===== src/rtl/output_vc_status_tracker_pkg.sv =====
// Shared router types: output-VC ownership states and credit counter sizing.
// Types only; no timing or flow control.
package output_vc_status_tracker_pkg;

    typedef enum logic [1:0] {
        IDLE   = 2'd0,
        ACTIVE = 2'd1,
        DRAIN  = 2'd2
    } vc_state_t;

    // A counter must be able to hold every value from 0 to depth inclusive.
    function automatic int credit_width(input int depth);
        return $clog2(depth + 1);
    endfunction

endpackage


===== src/rtl/output_vc_status_tracker_if.sv =====
// Bundle of allocator events, credit returns and per-output-VC status masks.
// Latency is set by the consumer; there is no backpressure, events are single-cycle pulses.
interface output_vc_status_tracker_if
    import output_vc_status_tracker_pkg::*;
#(
    parameter int N            = 5,
    parameter int M            = 4,
    parameter int BUFFER_DEPTH = 8
);
    localparam int OW = $clog2(N);
    localparam int CW = credit_width(BUFFER_DEPTH);

    logic [N-1:0][M-1:0]         alloc_valid;
    logic [N-1:0][M-1:0][OW-1:0] alloc_owner;
    logic [N-1:0][M-1:0]         flit_sent;
    logic [N-1:0][M-1:0]         flit_sent_tail;
    logic [N-1:0][M-1:0]         credit_return;
    logic [N-1:0][M-1:0]         vc_on_off;
    logic [N-1:0][M-1:0]         sw_on_off;
    logic [N-1:0][M-1:0][OW-1:0] vc_owner;
    logic [N-1:0][M-1:0][CW-1:0] credit_count;
    logic [N-1:0][M-1:0]         protocol_error;

    modport master (
        output alloc_valid, alloc_owner, flit_sent, flit_sent_tail, credit_return,
        input  vc_on_off, sw_on_off, vc_owner, credit_count, protocol_error
    );

    modport slave (
        input  alloc_valid, alloc_owner, flit_sent, flit_sent_tail, credit_return,
        output vc_on_off, sw_on_off, vc_owner, credit_count, protocol_error
    );

endinterface


===== src/rtl/output_vc_status_tracker_entry.sv =====
// One output VC: ownership FSM, downstream credit counter, owner and sticky error.
// Latency 1 cycle, outputs decoded from registers only; no backpressure, illegal events are flagged.
module output_vc_status_entry
    import output_vc_status_tracker_pkg::*;
#(
    parameter int N            = 5,
    parameter int BUFFER_DEPTH = 8,
    localparam int OW          = $clog2(N),
    localparam int CW          = credit_width(BUFFER_DEPTH)
) (
    input  logic          clk,
    input  logic          reset,
    input  logic          i_alloc_valid,
    input  logic [OW-1:0] i_alloc_owner,
    input  logic          i_flit_sent,
    input  logic          i_flit_sent_tail,
    input  logic          i_credit_return,
    output logic          o_vc_on_off,
    output logic          o_sw_on_off,
    output logic [OW-1:0] o_vc_owner,
    output logic [CW-1:0] o_credit_count,
    output logic          o_protocol_error
);
    localparam logic [CW-1:0] FULL = CW'(BUFFER_DEPTH);

    vc_state_t     r_state;
    logic [CW-1:0] r_count;
    logic [OW-1:0] r_owner;
    logic          r_error;

    logic [CW-1:0] w_count_next;
    logic          w_credit_err;
    logic          w_proto_err;

    // A send and a return in the same cycle cancel, so neither can saturate.
    always_comb begin
        w_count_next = r_count;
        w_credit_err = 1'b0;
        if (i_flit_sent && !i_credit_return) begin
            if (r_count == '0) w_credit_err = 1'b1;
            else               w_count_next = r_count - CW'(1);
        end else if (!i_flit_sent && i_credit_return) begin
            if (r_count == FULL) w_credit_err = 1'b1;
            else                 w_count_next = r_count + CW'(1);
        end
    end

    assign w_proto_err = (i_alloc_valid && (r_state != IDLE)) ||
                         (i_flit_sent   && (r_state != ACTIVE));

    always_ff @(posedge clk) begin
        if (!reset) begin
            r_state <= IDLE;
            r_count <= FULL;
            r_owner <= '0;
            r_error <= 1'b0;
        end else begin
            r_count <= w_count_next;
            r_error <= r_error | w_credit_err | w_proto_err;
            case (r_state)
                IDLE: begin
                    if (i_alloc_valid) begin
                        r_state <= ACTIVE;
                        r_owner <= i_alloc_owner;
                    end
                end
                ACTIVE: begin
                    if (i_flit_sent && i_flit_sent_tail) r_state <= DRAIN;
                end
                DRAIN: begin
                    // Released only once the downstream buffer is completely empty.
                    if (w_count_next == FULL) r_state <= IDLE;
                end
                default: r_state <= IDLE;
            endcase
        end
    end

    assign o_vc_on_off      = (r_state != IDLE);
    assign o_sw_on_off      = (r_count == '0);
    assign o_vc_owner       = r_owner;
    assign o_credit_count   = r_count;
    assign o_protocol_error = r_error;

endmodule


===== src/rtl/output_vc_status_tracker.sv =====
// Router-wide array of output-VC status entries feeding the VC and switch allocator masks.
// Latency 1 cycle; no backpressure, every event is absorbed in the cycle it arrives.
module output_vc_status_tracker
    import output_vc_status_tracker_pkg::*;
#(
    parameter int N            = 5,
    parameter int M            = 4,
    parameter int BUFFER_DEPTH = 8
) (
    input  logic                       clk,
    input  logic                       reset,
    output_vc_status_tracker_if.slave  bus
);
    localparam int OW = $clog2(N);
    localparam int CW = credit_width(BUFFER_DEPTH);

    logic [N-1:0][M-1:0]         w_vc_on_off;
    logic [N-1:0][M-1:0]         w_sw_on_off;
    logic [N-1:0][M-1:0][OW-1:0] w_vc_owner;
    logic [N-1:0][M-1:0][CW-1:0] w_credit_count;
    logic [N-1:0][M-1:0]         w_protocol_error;

    for (genvar p = 0; p < N; p++) begin : g_port
        for (genvar v = 0; v < M; v++) begin : g_vc
            output_vc_status_entry #(
                .N            (N),
                .BUFFER_DEPTH (BUFFER_DEPTH)
            ) u_entry (
                .clk              (clk),
                .reset            (reset),
                .i_alloc_valid    (bus.alloc_valid[p][v]),
                .i_alloc_owner    (bus.alloc_owner[p][v]),
                .i_flit_sent      (bus.flit_sent[p][v]),
                .i_flit_sent_tail (bus.flit_sent_tail[p][v]),
                .i_credit_return  (bus.credit_return[p][v]),
                .o_vc_on_off      (w_vc_on_off[p][v]),
                .o_sw_on_off      (w_sw_on_off[p][v]),
                .o_vc_owner       (w_vc_owner[p][v]),
                .o_credit_count   (w_credit_count[p][v]),
                .o_protocol_error (w_protocol_error[p][v])
            );
        end
    end

    assign bus.vc_on_off      = w_vc_on_off;
    assign bus.sw_on_off      = w_sw_on_off;
    assign bus.vc_owner       = w_vc_owner;
    assign bus.credit_count   = w_credit_count;
    assign bus.protocol_error = w_protocol_error;

endmodule


===== src/flat_wrapper.sv =====
// flat-port wrapper written by rule: the top's interface ports become plain ports
module output_vc_status_tracker_flat import output_vc_status_tracker_pkg::*;
#(
    parameter int N            = 5,
    parameter int M            = 4,
    parameter int BUFFER_DEPTH = 8
)
  (clk, reset, bus_alloc_valid, bus_alloc_owner, bus_flit_sent, bus_flit_sent_tail, bus_credit_return, bus_vc_on_off, bus_sw_on_off, bus_vc_owner, bus_credit_count, bus_protocol_error);
  output_vc_status_tracker_if #(.N(N), .M(M), .BUFFER_DEPTH(BUFFER_DEPTH)) bus_i ();
  input  logic clk;
  input  logic reset;
  input wire logic [$bits(bus_i.alloc_valid)-1:0] bus_alloc_valid;
  input wire logic [$bits(bus_i.alloc_owner)-1:0] bus_alloc_owner;
  input wire logic [$bits(bus_i.flit_sent)-1:0] bus_flit_sent;
  input wire logic [$bits(bus_i.flit_sent_tail)-1:0] bus_flit_sent_tail;
  input wire logic [$bits(bus_i.credit_return)-1:0] bus_credit_return;
  output wire logic [$bits(bus_i.vc_on_off)-1:0] bus_vc_on_off;
  output wire logic [$bits(bus_i.sw_on_off)-1:0] bus_sw_on_off;
  output wire logic [$bits(bus_i.vc_owner)-1:0] bus_vc_owner;
  output wire logic [$bits(bus_i.credit_count)-1:0] bus_credit_count;
  output wire logic [$bits(bus_i.protocol_error)-1:0] bus_protocol_error;
  assign bus_i.alloc_valid = bus_alloc_valid;
  assign bus_i.alloc_owner = bus_alloc_owner;
  assign bus_i.flit_sent = bus_flit_sent;
  assign bus_i.flit_sent_tail = bus_flit_sent_tail;
  assign bus_i.credit_return = bus_credit_return;
  assign bus_vc_on_off = bus_i.vc_on_off;
  assign bus_sw_on_off = bus_i.sw_on_off;
  assign bus_vc_owner = bus_i.vc_owner;
  assign bus_credit_count = bus_i.credit_count;
  assign bus_protocol_error = bus_i.protocol_error;
  output_vc_status_tracker #(.N(N), .M(M), .BUFFER_DEPTH(BUFFER_DEPTH)) u_core (.clk(clk), .reset(reset), .bus(bus_i));
endmodule

===== config.mk =====
export PLATFORM = sky130hd
export DESIGN_NAME = output_vc_status_tracker_flat
export DESIGN_NICKNAME = d
export VERILOG_FILES = /design/src/rtl/output_vc_status_tracker_pkg.sv /design/src/rtl/output_vc_status_tracker_if.sv /design/src/rtl/output_vc_status_tracker_entry.sv /design/src/rtl/output_vc_status_tracker.sv /design/src/flat_wrapper.sv
export SDC_FILE = /design/constraint.sdc
export NUM_CORES = 1
export LEC_CHECK = 0
export ABC_AREA = 1
export BUFFER_PORTS_ARGS = -buffer_cell sky130_fd_sc_hd__buf_4
export CORE_AREA = 10 10 157 159
export CTS_CLUSTER_SIZE = 28
export DETAILED_ROUTE_END_ITERATION = 10
export DIE_AREA = 0 0 167 169
export GPL_TIMING_DRIVEN = 0
export PLACE_DENSITY = 0.85
export SLEW_MARGIN = 30
export SYNTH_ARGS = -nofsm -noshare
export SYNTH_HDL_FRONTEND = slang
export SYNTH_SLANG_ARGS = --single-unit

===== constraint.sdc =====
create_clock -name clk -period 2.41 [get_ports clk]
set_clock_uncertainty 0.15 [all_clocks]
set_input_delay 0.1205 -clock clk [delete_from_list [all_inputs] [get_ports clk]]
set_output_delay 0.1205 -clock clk [all_outputs]
set_load 0.03 [all_outputs]

* After elaboration in Yosys (flattened, before gate mapping)
Index checks and enable logic that the tools add are counted.
Operators by class: add/subtract/negate cells 40, equality and inequality tests 160, multiplexer cells 240, bitwise operators 40, reduce and logical (&&, ||, !) cells 260
Operators by type and width (count):
- two-way mux 4 bit | 80
- equality test 4 bit, second input constant | 40
- two-way mux 2 bit | 60
- != test 2 bit, second input constant | 60
- case mux 2 bit (3 select lines) | 20
- logical AND 1 bit | 100
- adder 4 x 1 -> 4 bit, second input constant | 20
- zero test 4 bit | 20
- two-way mux 1 bit | 80
- subtractor 4 x 1 -> 4 bit, second input constant | 20
- AND reduction 3 bit | 20
- equality test 2 x 1 -> 1 bit, second input constant | 20
- equality test 2 bit, second input constant | 20
- zero test 1 bit | 40
- zero test 2 bit | 20
- != test 2 x 1 -> 1 bit, second input constant | 20
- bitwise OR 1 bit | 40
- AND reduction 2 bit | 20
- nonzero test 2 bit | 20
- logical OR 1 bit | 20
Word-level totals: flip-flop bits (word level) 200, input bits 142, output and inout port bits 200

* Logic depth before layout (Yosys ltp)
Gate-level depths: netlist of the first run.
depth in word-level cells 7, gate-level depth with buffers 12, mapped depth without buffers 12

* By module
From an unflattened synthesis of the first run, not the netlist that was laid out.
Unflattened totals: cell total of the unflattened synthesis 1940, area total of the unflattened synthesis 12712.2 µm²
Modules (own cells, without submodules):
- output_vc_status_entry | times used 20, cells an instance 97, area each 635.6 µm², sequential area each 200.2 µm²

* Least setup slack after synthesis of the first run
Ideal clock, no wire load.
path kind register to register, start point reg u_core.g_port[4].g_vc[0].u_entry.r_count[0], end point reg u_core.g_port[4].g_vc[0].u_entry.r_state[1], arrival 1.635 ns, required time 2.140 ns, path slack 0.506 ns, stages on the path, launching flop included 10, clock period less this slack 1.904 ns, cell sequence dfxtp_1 > inv_1 > ha_1 > or2_2 > nand2_1 > nor2_1 > a21oi_1 > nand2_1 > nand2_1 > a21oi_1
Between the ends: word-level cells in the longest chain between the ends 7, elaborated cells between the ends (all ways) 11
RTL lines:
- start, declared | line output_vc_status_tracker_entry.sv:27 | logic [CW-1:0] r_count;
- start signal, assigned | line output_vc_status_tracker_entry.sv:58 | r_count <= w_count_next;
- adder 4 x 1 -> 4 bit or equality test 4 bit (tied branches) | line output_vc_status_tracker_entry.sv:44, output_vc_status_tracker_entry.sv:43
- two-way mux 4 bit | line output_vc_status_tracker_entry.sv:43 | if (r_count == FULL) w_credit_err = 1'b1;
- two-way mux 4 bit | line output_vc_status_tracker_entry.sv:42 | end else if (!i_flit_sent && i_credit_return) begin
- two-way mux 4 bit (*) | line output_vc_status_tracker_entry.sv:39 | if (i_flit_sent && !i_credit_return) begin
- equality test 4 bit (*) | line output_vc_status_tracker_entry.sv:72 | if (w_count_next == FULL) r_state <= IDLE;
- != test 2 bit (no source line) (*)
- AND reduction 3 bit (no source line) (*)
- end signal, assigned | line output_vc_status_tracker_entry.sv:68 | if (i_flit_sent && i_flit_sent_tail) r_state <= DRAIN;
- end signal, assigned | line output_vc_status_tracker_entry.sv:72
- end signal, assigned | line output_vc_status_tracker_entry.sv:74 | default: r_state <= IDLE;
- end, declared | line output_vc_status_tracker_entry.sv:26 | vc_state_t r_state;
Mark *: on every way between the ends. The rest lies on a longest branch, timed or not. A chain may end at the register's enable or synchronous reset.

* Worst setup path after layout of the first run
start point reg u_core.g_port[2].g_vc[3].u_entry.r_state[1], end point reg u_core.g_port[2].g_vc[3].u_entry.r_owner[1]
Between the ends: word-level cells in the longest chain between the ends 2
RTL lines:
- start, declared | line output_vc_status_tracker_entry.sv:26
- start signal, assigned | line output_vc_status_tracker_entry.sv:53 | r_state <= IDLE;
- start signal, assigned | line output_vc_status_tracker_entry.sv:63 | r_state <= ACTIVE;
- start signal, assigned | line output_vc_status_tracker_entry.sv:68
- zero test 2 bit | line output_vc_status_tracker_entry.sv:60 | case (r_state)
- AND reduction 2 bit (no source line)
- end signal, assigned | line output_vc_status_tracker_entry.sv:64 | r_owner <= i_alloc_owner;
- end, declared | line output_vc_status_tracker_entry.sv:28 | logic [OW-1:0] r_owner;
Every way passes these cells.

==> results.md, run 1 <==
* CP Launch Type: flip-flop
* CTS Buffer Depth at 2
* First DRT Iteration DRCs at 1444
* Least-Margin Pin Slew at 0.985 ns
* MaxCap Viol Count at 0
* Wl on met1 at 17.9 mm
* Root buf cell: clkbuf_16
* Unrepaired setup endpoints after global routing: false
* Dominant cell type by area after synthesis: dfxtp_1
* Routed Wire Length at 49.9 mm
* Setup TNS at 0 ns
* P&R area growth vs syn at 49.4%
* Fill count at 1264
* Maximum clock rate at 0.422 GHz
* Worst-skew pair later-pin latency at 0.44 ns
* Fin crit share at 0.983
* Async SR Flop Fraction at 0
* Inserted Clock Buffers at 17
* Port Buffer Count at 340
* Postcts setup bufs at 0
* H-tree depth at 4
* Starting Density at 0.559
* Data required, critical path at 2.59 ns
* Global-route wire length before repair at 77.7 mm
* Syn Area/Cell at 6.09 sq um
* Width of the chip at 167 um
* CTS clk-pin slew, worst paths at 0.08 ns
* Uppermost routed layer: met5
* Vias per cell at 5.45
* Crit path kind: flip-flop to flip-flop
* DPL Wire Length at 30.8 mm
* DRC at 0
* Met2 Wirelength at 24.4 mm
* Rows at 54
* Slew Viols, Final at 0
* Seq/Total Area, Yosys at 0.332
* EDFF count, synth at 0
* Ports at 342
* Hold_ws at 0.0184 ns
* Largest net degree at the start of global routing at 18
* Final setup viols at 0
* Mapped Cells at 1979
* Syn nets at 2161
* Critical path arrival at 2.55 ns
* Crit. End Element: flip-flop
* Clock sink total at 200
* Post-synth top area share at 0.332
* Shortest period the worst path allows at 2.37 ns
* Peak supply drop at 0.000444 V
* Final GP Congestion at 0.987
* Via count at 15700
* Final-report hold violation count at 0
* Synth cell types at 23
* CTS tree: built
* Die ar. at 0.0282 sq mm
* Yosys warnings at 0
* Most instantiated cells after synthesis: nand2_1, nor2_1, inv_1, dfxtp_1, nand3_1
* Global Route Usage Sum at 0.331
* Mapped Area at 0.0120 sq mm
* Global route overflow at 0
* Die Ht at 169 um
* Hold Crit Class: input pin to flip-flop
* Max Fanout on Critical Path at 5
* Vias in the first global route at 15500
* WL/cell at 17.4 um
* DRT Pass-1 Iters at 7
* Status: finished, final reports clean
* Final ANT Viol Nets at 0
* Top-count cell post-synth: nand2_1
* Placeable Area at 0.0216 sq mm
* Met3 wire length at 4.52 mm
* Commonest register cell after synthesis: dfxtp_1
* Leakage power at 9.54 nW
* Post-layout util at 0.835
* Pwr dens at 633 mW/mm^2
* Largest cells by area after synthesis: dfxtp_1, nand2_1, nor2_1
* Number of synthesized register bits at 200
* Rel. slew slack at 0.343
* Nets at 2759
* Initial antenna violation count at 5
* Layout cell share with drive strength beyond 1 at 0.189
## routing by layer
metal | vias to the layer above | global-route usage
met1 | 7141 | 0.341
met2 | 926 | 0.586
li1 | 7372 | -
met3 | 234 | 0.0834
met5 | - | 0
met4 | 2 | 0.216
## final timing paths
| path | start | endpoint | slack, ns | depth (start not counted) |
|---|---|---|---|---|
| worst min-delay path | bus_alloc_valid[17] | u_core.g_port[4].g_vc[1].u_entry.o_vc_owner[2]$_SDFFE_PN0P_ | 0.02 | 5 |
| worst min register to register | u_core.g_port[1].g_vc[3].u_entry.o_vc_owner[1]$_SDFFE_PN0P_ | u_core.g_port[1].g_vc[3].u_entry.o_vc_owner[1]$_SDFFE_PN0P_ | 0.35 | 2 |
| worst max-delay path | u_core.g_port[2].g_vc[3].u_entry.r_state[1]$_SDFFE_PN0P_ | u_core.g_port[2].g_vc[3].u_entry.o_vc_owner[1]$_SDFFE_PN0P_ | 0.04 | 6 |
| worst max register to register | u_core.g_port[2].g_vc[3].u_entry.r_state[1]$_SDFFE_PN0P_ | u_core.g_port[2].g_vc[3].u_entry.o_vc_owner[1]$_SDFFE_PN0P_ | 0.04 | 6 |
## state kept, by name, summed over array words and instances, names as in the netlist
register	count
u_core.g_port.g_vc.u_entry.r_state	40
u_core.g_port.g_vc.u_entry.o_protocol_error	20
u_core.g_port.g_vc.u_entry.o_credit_count	80
u_core.g_port.g_vc.u_entry.o_vc_owner	60
## metrics by stage
| stage | worst slack, ns | std cells | area, sq um | power [mW] |
|---|---|---|---|---|
| after global placement | 0.580 | 2599 | 14900 | 7.52 |
| after floorplan | 0.506 | 1979 | 12000 | 6.35 |
| after CTS | 0.202 | 2870 | 18000 | 11.1 |
| final | 0.0411 | 2874 | 18000 | 11.4 |
| after detailed placement | 0.537 | 2599 | 14900 | 7.61 |
| after global routing | 0.0186 | 2874 | 18000 | 11.9 |
## cells by family (layout without fill, tap and decap cells)
group           Yosys count  after routing  share of synthesized area
simple gates           1142           1142                      0.391
buf+inv                 346            957                      0.128
compound gates          251            251                      0.107
flops                   200            200                      0.332
fa+ha+maj                40             40                     0.0416
other cells               0              4                          0
## cells in the final DEF, fill, tap and decap left out, drive strengths merged
cell type / instances
nand3b: 6
bufinv: 4
nor2: 381
o22ai: 2
or2: 7
nand3: 191
nand4: 2
nor3: 8
a21oi: 122
nand2: 547
clkinv: 4
inv: 268
ha: 40
clkbuf: 31
dlygate4sd3: 239
a221oi: 1
buf: 411
a31oi: 18
o21ai: 107
dfxtp: 200
diode: 4
o21bai: 1
## cell type report
| type | instances | area [sq um] | share of cell area |
|---|---|---|---|
| sequential | 200 | 4000 | 0.223 |
| clock buffer | 20 | 457 | 0.0254 |
| timing repair buffer | 579 | 4940 | 0.275 |
| multi-input combinational | 1433 | 6500 | 0.361 |
| antenna | 4 | 10.0 | 0.000556 |
| clock inverter | 12 | 189 | 0.0105 |
| buffer | 82 | 547 | 0.0304 |
| inverter | 264 | 991 | 0.0551 |
| tap | 280 | 350 | 0.0195 |
## worst max-delay path, stage by stage, from the launching register on
cell and delay, ns:
dfxtp_1 0.32, nor2_1 0.20, nand2_1 0.17, o21ai_0 0.21, dlygate4sd3_1 0.58, nor2_1 0.06
dlygate4sd3_1 0.58
## what timing repair did
item                       CTS  global route
setup endpoints to repair    0             2
resized for setup            0             2
hold endpoints to repair   177             0
hold buffers               239             0
## report_power, final
| part | internal [mW] | total, mW | switching, mW |
|---|---|---|---|
| combinational | 1.68 | 4.21 | 2.53 |
| clock | 1.82 | 3.21 | 1.39 |
| sequential | 3.63 | 3.96 | 0.334 |
Power figures use the tool's default switching activity.
==> inputs of run 2 (changes only) <==
- SETUP_SLACK_MARGIN: default -> 0.3
==> run 2 against run 1 <==
  * Clock power about the same
  * Sequential share of layout area up 0.13 points
  * Die area unchanged
  * First-iteration DRC count up 7.3%
  * Largest cell class unchanged
  * Highest routed layer unchanged
==> results.md, run 2 (synthesis results as in run 1) <==
* Critical path arrival at 2.33 ns
* Met2 Wirelength at 24.9 mm
* Final ANT Viol Nets at 0
* Ports at 342
* Routed Wire Length at 50.9 mm
* CTS Buffer Depth at 2
* DPL Wire Length at 30.8 mm
* Slowest stage delay, CP at 0.59 ns
* Maximum clock rate at 0.478 GHz
* Fin crit share at 0.867
* CTS clk-pin slew, worst paths at 0.08 ns
* Global-route wire length before repair at 78.4 mm
* Data required, critical path at 2.65 ns
* Global Route Usage Sum at 0.336
* Nets at 2750
* Final-report hold violation count at 0
* Uppermost routed layer: met5
* DRT Pass-1 Iters at 6
* Pwr dens at 634 mW/mm^2
* Fill count at 1253
* Global route overflow at 0
* Starting Density at 0.559
* Crit path kind: flip-flop to flip-flop
* Least-Margin Pin Slew at 1.01 ns
* CP delay by family, top: buffers and inverters
* Most common cell after layout, fill and taps aside: nand2_1
* MaxCap Viol Count at 0
* Rel. slew slack at 0.329
* Status: finished, final reports clean
* Final GP Congestion at 0.987
* R2R cell count at 7
* Die Ht at 169 um
* Root buf cell: clkbuf_16
* P&R area growth vs syn at 49.6%
* Vias per cell at 5.52
* Setup slack, reg-to-reg at 0.32 ns
* Crit-path slowest cell: dlygate4sd3_1
* Layout cell share with drive strength beyond 1 at 0.208
* Setup TNS at 0 ns
* Peak supply drop at 0.000450 V
* Inserted Clock Buffers at 17
* Cell chain of the critical path: inv_1, ha_2, nand2_1, nor2_2, a21oi_1, a31oi_1, dlygate4sd3_1
* Wl on met1 at 17.8 mm
* Width of the chip at 167 um
* WL/cell at 17.8 um
* Buf/Inv on CP at 2
* Via count at 15800
* Critical Path End: u_core.g_port[4].g_vc[0].u_entry.o_protocol_error$_SDFF_PN0_
* Vias in the first global route at 15700
* Shortest period the worst path allows at 2.09 ns
* Clock sink total at 200
* Pre-CTS setup slack at 0.537 ns
* CTS tree: built
* Die ar. at 0.0282 sq mm
* CP Launch Type: flip-flop
* Worst-skew pair later-pin latency at 0.45 ns
* Number of cells on the critical path at 7
* H-tree depth at 4
* FF-to-FF End: u_core.g_port[4].g_vc[0].u_entry.o_protocol_error$_SDFF_PN0_
* Initial antenna violation count at 6
* Slew Viols, Final at 0
* Final setup viols at 0
* Final setup slack of the worst path at 0.319 ns
* Most frequent cells in the layout: nand2_1, buf_4, nor2_1, inv_1, dlygate4sd3_1
* Hold Crit Class: input pin to flip-flop
* Crit. End Element: flip-flop
* Max Fanout on Critical Path at 5
* Largest net degree at the start of global routing at 18
* Max FFs per register at 80
* Port Buffer Count at 340
* Met3 wire length at 4.93 mm
* Rows at 54
* Hold_ws at 0.0169 ns
* First DRT Iteration DRCs at 1550
* Unrepaired setup endpoints after global routing: true
* Placeable Area at 0.0216 sq mm
* DRC at 0
* Leakage power at 9.50 nW
==> run 2: layout make-up <==
class                      instances  area, sq um  area share
clock buffer                      20          457      0.0253
antenna                            5         12.5    0.000694
multi-input combinational       1433         6590       0.365
inverter                         264          991      0.0550
buffer                            82          547      0.0303
timing repair buffer             570         4850       0.269
sequential                       200         4030       0.224
clock inverter                    12          189      0.0105
tap                              280          350      0.0194
==> run 2: worst min path at each step <==
stage | depth (start not counted) | slack (ns) | endpoint | startpoint
2_1_floorplan | 2 | 0.11 | u_core.g_port[0].g_vc[0].u_entry.o_vc_owner[0]$_SDFFE_PN0P_ | bus_alloc_owner[0]
3_3_place_gp | 3 | 0.19 | u_core.g_port[4].g_vc[2].u_entry.o_vc_owner[0]$_SDFFE_PN0P_ | bus_alloc_owner[54]
3_5_place_dp | 3 | 0.20 | u_core.g_port[0].g_vc[1].u_entry.o_vc_owner[1]$_SDFFE_PN0P_ | bus_alloc_owner[4]
4_1_cts | 6 | 0.006 | flip-flop | bus_flit_sent[6]
5_1_grt | 6 | 0.05 | flip-flop | bus_credit_return[9]
6_report | 5 | 0.02 | u_core.g_port[4].g_vc[1].u_entry.o_vc_owner[2]$_SDFFE_PN0P_ | bus_alloc_valid[17]
==> run 2: metal layers <==
metal	vias to the layer above	GRT usage
met3	272	0.0950
met4	2	0.226
met1	7123	0.342
met5	-	0
met2	1078	0.589
li1	7344	-
==> run 2: power breakdown <==
group,internal [mW],switching (mW)
Clock,1.82,1.40
Sequential,3.64,0.340
Combinational,1.67,2.56
Total,7.13,4.30
==> run 2: metrics by stage <==
step	instance area, sq um	util	std cells	power [mW]
4_1_cts	17900	0.831	2862	11.1
5_1_grt	18000	0.836	2866	11.9
3_3_place_gp	14900	0.693	2599	7.52
6_report	18000	0.836	2866	11.4
3_5_place_dp	14900	0.693	2599	7.61
2_1_floorplan	12000	-	1979	6.35
==> run 2: worst min-delay path: cells and delay by family <==
| kind | cells | cell delay [ns] |
|---|---|---|
| buffers and inverters | 2 | 0.18 |
| AO/OA/AOI/OAI | 1 | 0.16 |
| AND/OR/NAND/NOR | 2 | 0.12 |
==> run 2: repair_timing <==
| item | CTS | global route |
|---|---|---|
| endpoints found under the hold margin | 178 | 0 |
| resized for setup | 1 | 49 |
| hold buffers | 231 | 0 |
| setup endpoints to repair | 1 | 28 |
| pin swaps | 0 | 1 |
| setup buffers | 0 | 1 |
==> inputs of run 3 (changes only) <==
- CELL_PAD_IN_SITES_DETAIL_PLACEMENT: default -> 1
- CELL_PAD_IN_SITES_GLOBAL_PLACEMENT: default -> 1
- CORE_AREA: 10 10 157 159 -> 10 10 187 189
- DIE_AREA: 0 0 167 169 -> 0 0 197 199
- PLACE_DENSITY: 0.85 -> 0.87
==> run 3 against run 2 <==
  * Sequential share of layout area is 0.13 points lower
  * Total power is 2.1% higher
  * Setup slack better by 0.0076 ns
  * Routed wire length is 27% higher
  * Register-to-register slack better by 0.02 ns
  * Largest cell class unchanged
  * Critical path type is now flip-flop to output pin
  * Sequential power is 1% higher
  * Critical path depth is 1 lower
  * Largest power group unchanged
==> results.md, run 3 (synthesis results as in run 1) <==
* Crit. End Element: output pin
* Final setup viols at 0
* FF-to-FF End: u_core.g_port[0].g_vc[0].u_entry.o_protocol_error$_SDFF_PN0_
* Pwr dens at 640 mW/mm^2
* Hold Crit Depth at 6
* Unrepaired setup endpoints after global routing: true
* Die ar. at 0.0392 sq mm
* Global route overflow at 0
* Max Fanout on Critical Path at 5
* Hold_ws at 0.0394 ns
* Inserted Clock Buffers at 17
* Hold Crit Class: input pin to flip-flop
* Shortest period the worst path allows at 2.08 ns
* DRT Pass-1 Iters at 5
* Status: finished, final reports clean
* Final-report hold violation count at 0
* Most common cell after layout, fill and taps aside: nand2_1
* Sw frac at 0.401
* Vias in the first global route at 17600
* Rel. slew slack at 0.330
* R2R cell count at 7
* Port Buffer Count at 340
* WL/cell at 21.5 um
* P&R area growth vs syn at 51.3%
* Die Ht at 199 um
* Data required, critical path at 2.14 ns
* Least-Margin Pin Slew at 1.00 ns
* Clock sink total at 200
* MaxCap Viol Count at 0
* Rows at 65
* H-tree depth at 4
* DPL Wire Length at 37.9 mm
* Vias per cell at 5.34
* Via count at 16000
* Switching Power at 4.68 mW
* Min-Delay Startpoint: bus_credit_return[9]
* Global-route wire length before repair at 97.4 mm
* Setup TNS at 0 ns
* Fin crit share at 0.864
* Initial antenna violation count at 13
* Setup slack, reg-to-reg at 0.34 ns
* Global Route Usage Sum at 0.314
* Maximum clock rate at 0.480 GHz
* First DRT Iteration DRCs at 817
* Clock power share at 0.274
* CP Launch Type: flip-flop
* Critical path arrival at 1.81 ns
* Leakage power at 9.48 nW
* Routed Wire Length at 64.5 mm
* Most frequent cells in the layout: nand2_1, buf_4, nor2_1, inv_1, dlygate4sd3_1
* Max FFs per register at 80
* CTS Buffer Depth at 2
* Placeable Area at 0.0312 sq mm
* CTS tree: built
* Final setup slack of the worst path at 0.327 ns
* Combinational power share at 0.381
* CTS clk-pin slew, worst paths at 0.08 ns
* Pre-CTS setup slack at 0.495 ns
* Tot Pwr at 11.7 mW
* Starting Density at 0.386
* Crit path kind: flip-flop to output pin
* Final GP Congestion at 0.919
* Nets at 2750
* Largest net degree at the start of global routing at 19
* Sequential power share at 0.345
* Width of the chip at 197 um
* Peak supply drop at 0.000505 V
* Ports at 342
* Slew Viols, Final at 0
* DRC at 0
* Root buf cell: clkbuf_16
* Layout cell share with drive strength beyond 1 at 0.219
* Final ANT Viol Nets at 0
* Worst-skew pair later-pin latency at 0.48 ns
* Pint at 6.98 mW
-- run 3: power by group through the flow --
stage          Sequential [mW]  Combinational [mW]  Clock, mW
2_1_floorplan             4.39                1.95          0
3_3_place_gp              4.00                3.61          0
3_5_place_dp              4.02                3.74          0
4_1_cts                   3.95                4.13       3.18
5_1_grt                   4.05                4.80       3.34
6_report                  4.02                4.44       3.20
-- run 3: worst max-delay path, cell delays in order (launching register included) --
cell     delay, ns
dfxtp_2       0.36
inv_2         0.10
ha_2          0.22
nand2_1       0.09
nor2_1        0.23
buf_4         0.17
buf_4         0.15
-- run 3: worst max path at each step --
stage | end | slack, ns | depth (start not counted)
floorplan | u_core.g_port[4].g_vc[0].u_entry.r_state[1]$_SDFFE_PN0P_ | 0.51 | 9
global route | u_core.g_port[0].g_vc[0].u_entry.o_protocol_error$_SDFF_PN0_ | 0.23 | 7
finish | bus_sw_on_off[16] | 0.33 | 6
CTS | bus_sw_on_off[9] | 0.30 | 6
detailed placement | u_core.g_port[4].g_vc[3].u_entry.r_state[1]$_SDFFE_PN0P_ | 0.50 | 11
global placement | u_core.g_port[4].g_vc[3].u_entry.r_state[1]$_SDFFE_PN0P_ | 0.53 | 11
-- run 3: what timing repair did --
item                                    in CTS  in global routing
hold endpoints to repair                   181                  0
setup buffers                                0                  1
pin swaps                                    0                  2
gates resized for setup                      5                 75
endpoints found under the setup margin       5                 51
hold buffers                               230                  0
-- run 3: final cells by class --
cell class,instances,area (sq um)
inverter,264,991
multi-input combinational,1433,6630
buffer,82,548
antenna,12,30.0
sequential,200,4060
fill,4133,13000
clock inverter,15,188
tap,402,503
timing repair buffer,570,4850
clock buffer,17,425
-- run 3: metal layers --
layer | up-vias | global-route usage | wire [um]
met5 | - | 0 | 18
met4 | 2 | 0.208 | 4260
met3 | 260 | 0.0787 | 3700
met2 | 645 | 0.571 | 33000
met1 | 7714 | 0.314 | 23600
li1 | 7364 | - | -
-- run 3: stage by stage --
step,area [sq um],instances,util
after detailed placement,15100,2721,0.483
after global routing,18200,2994,0.583
final,18200,2995,0.583
after CTS,18000,2983,0.577
after floorplan,12000,1979,-
after global placement,15100,2721,0.483
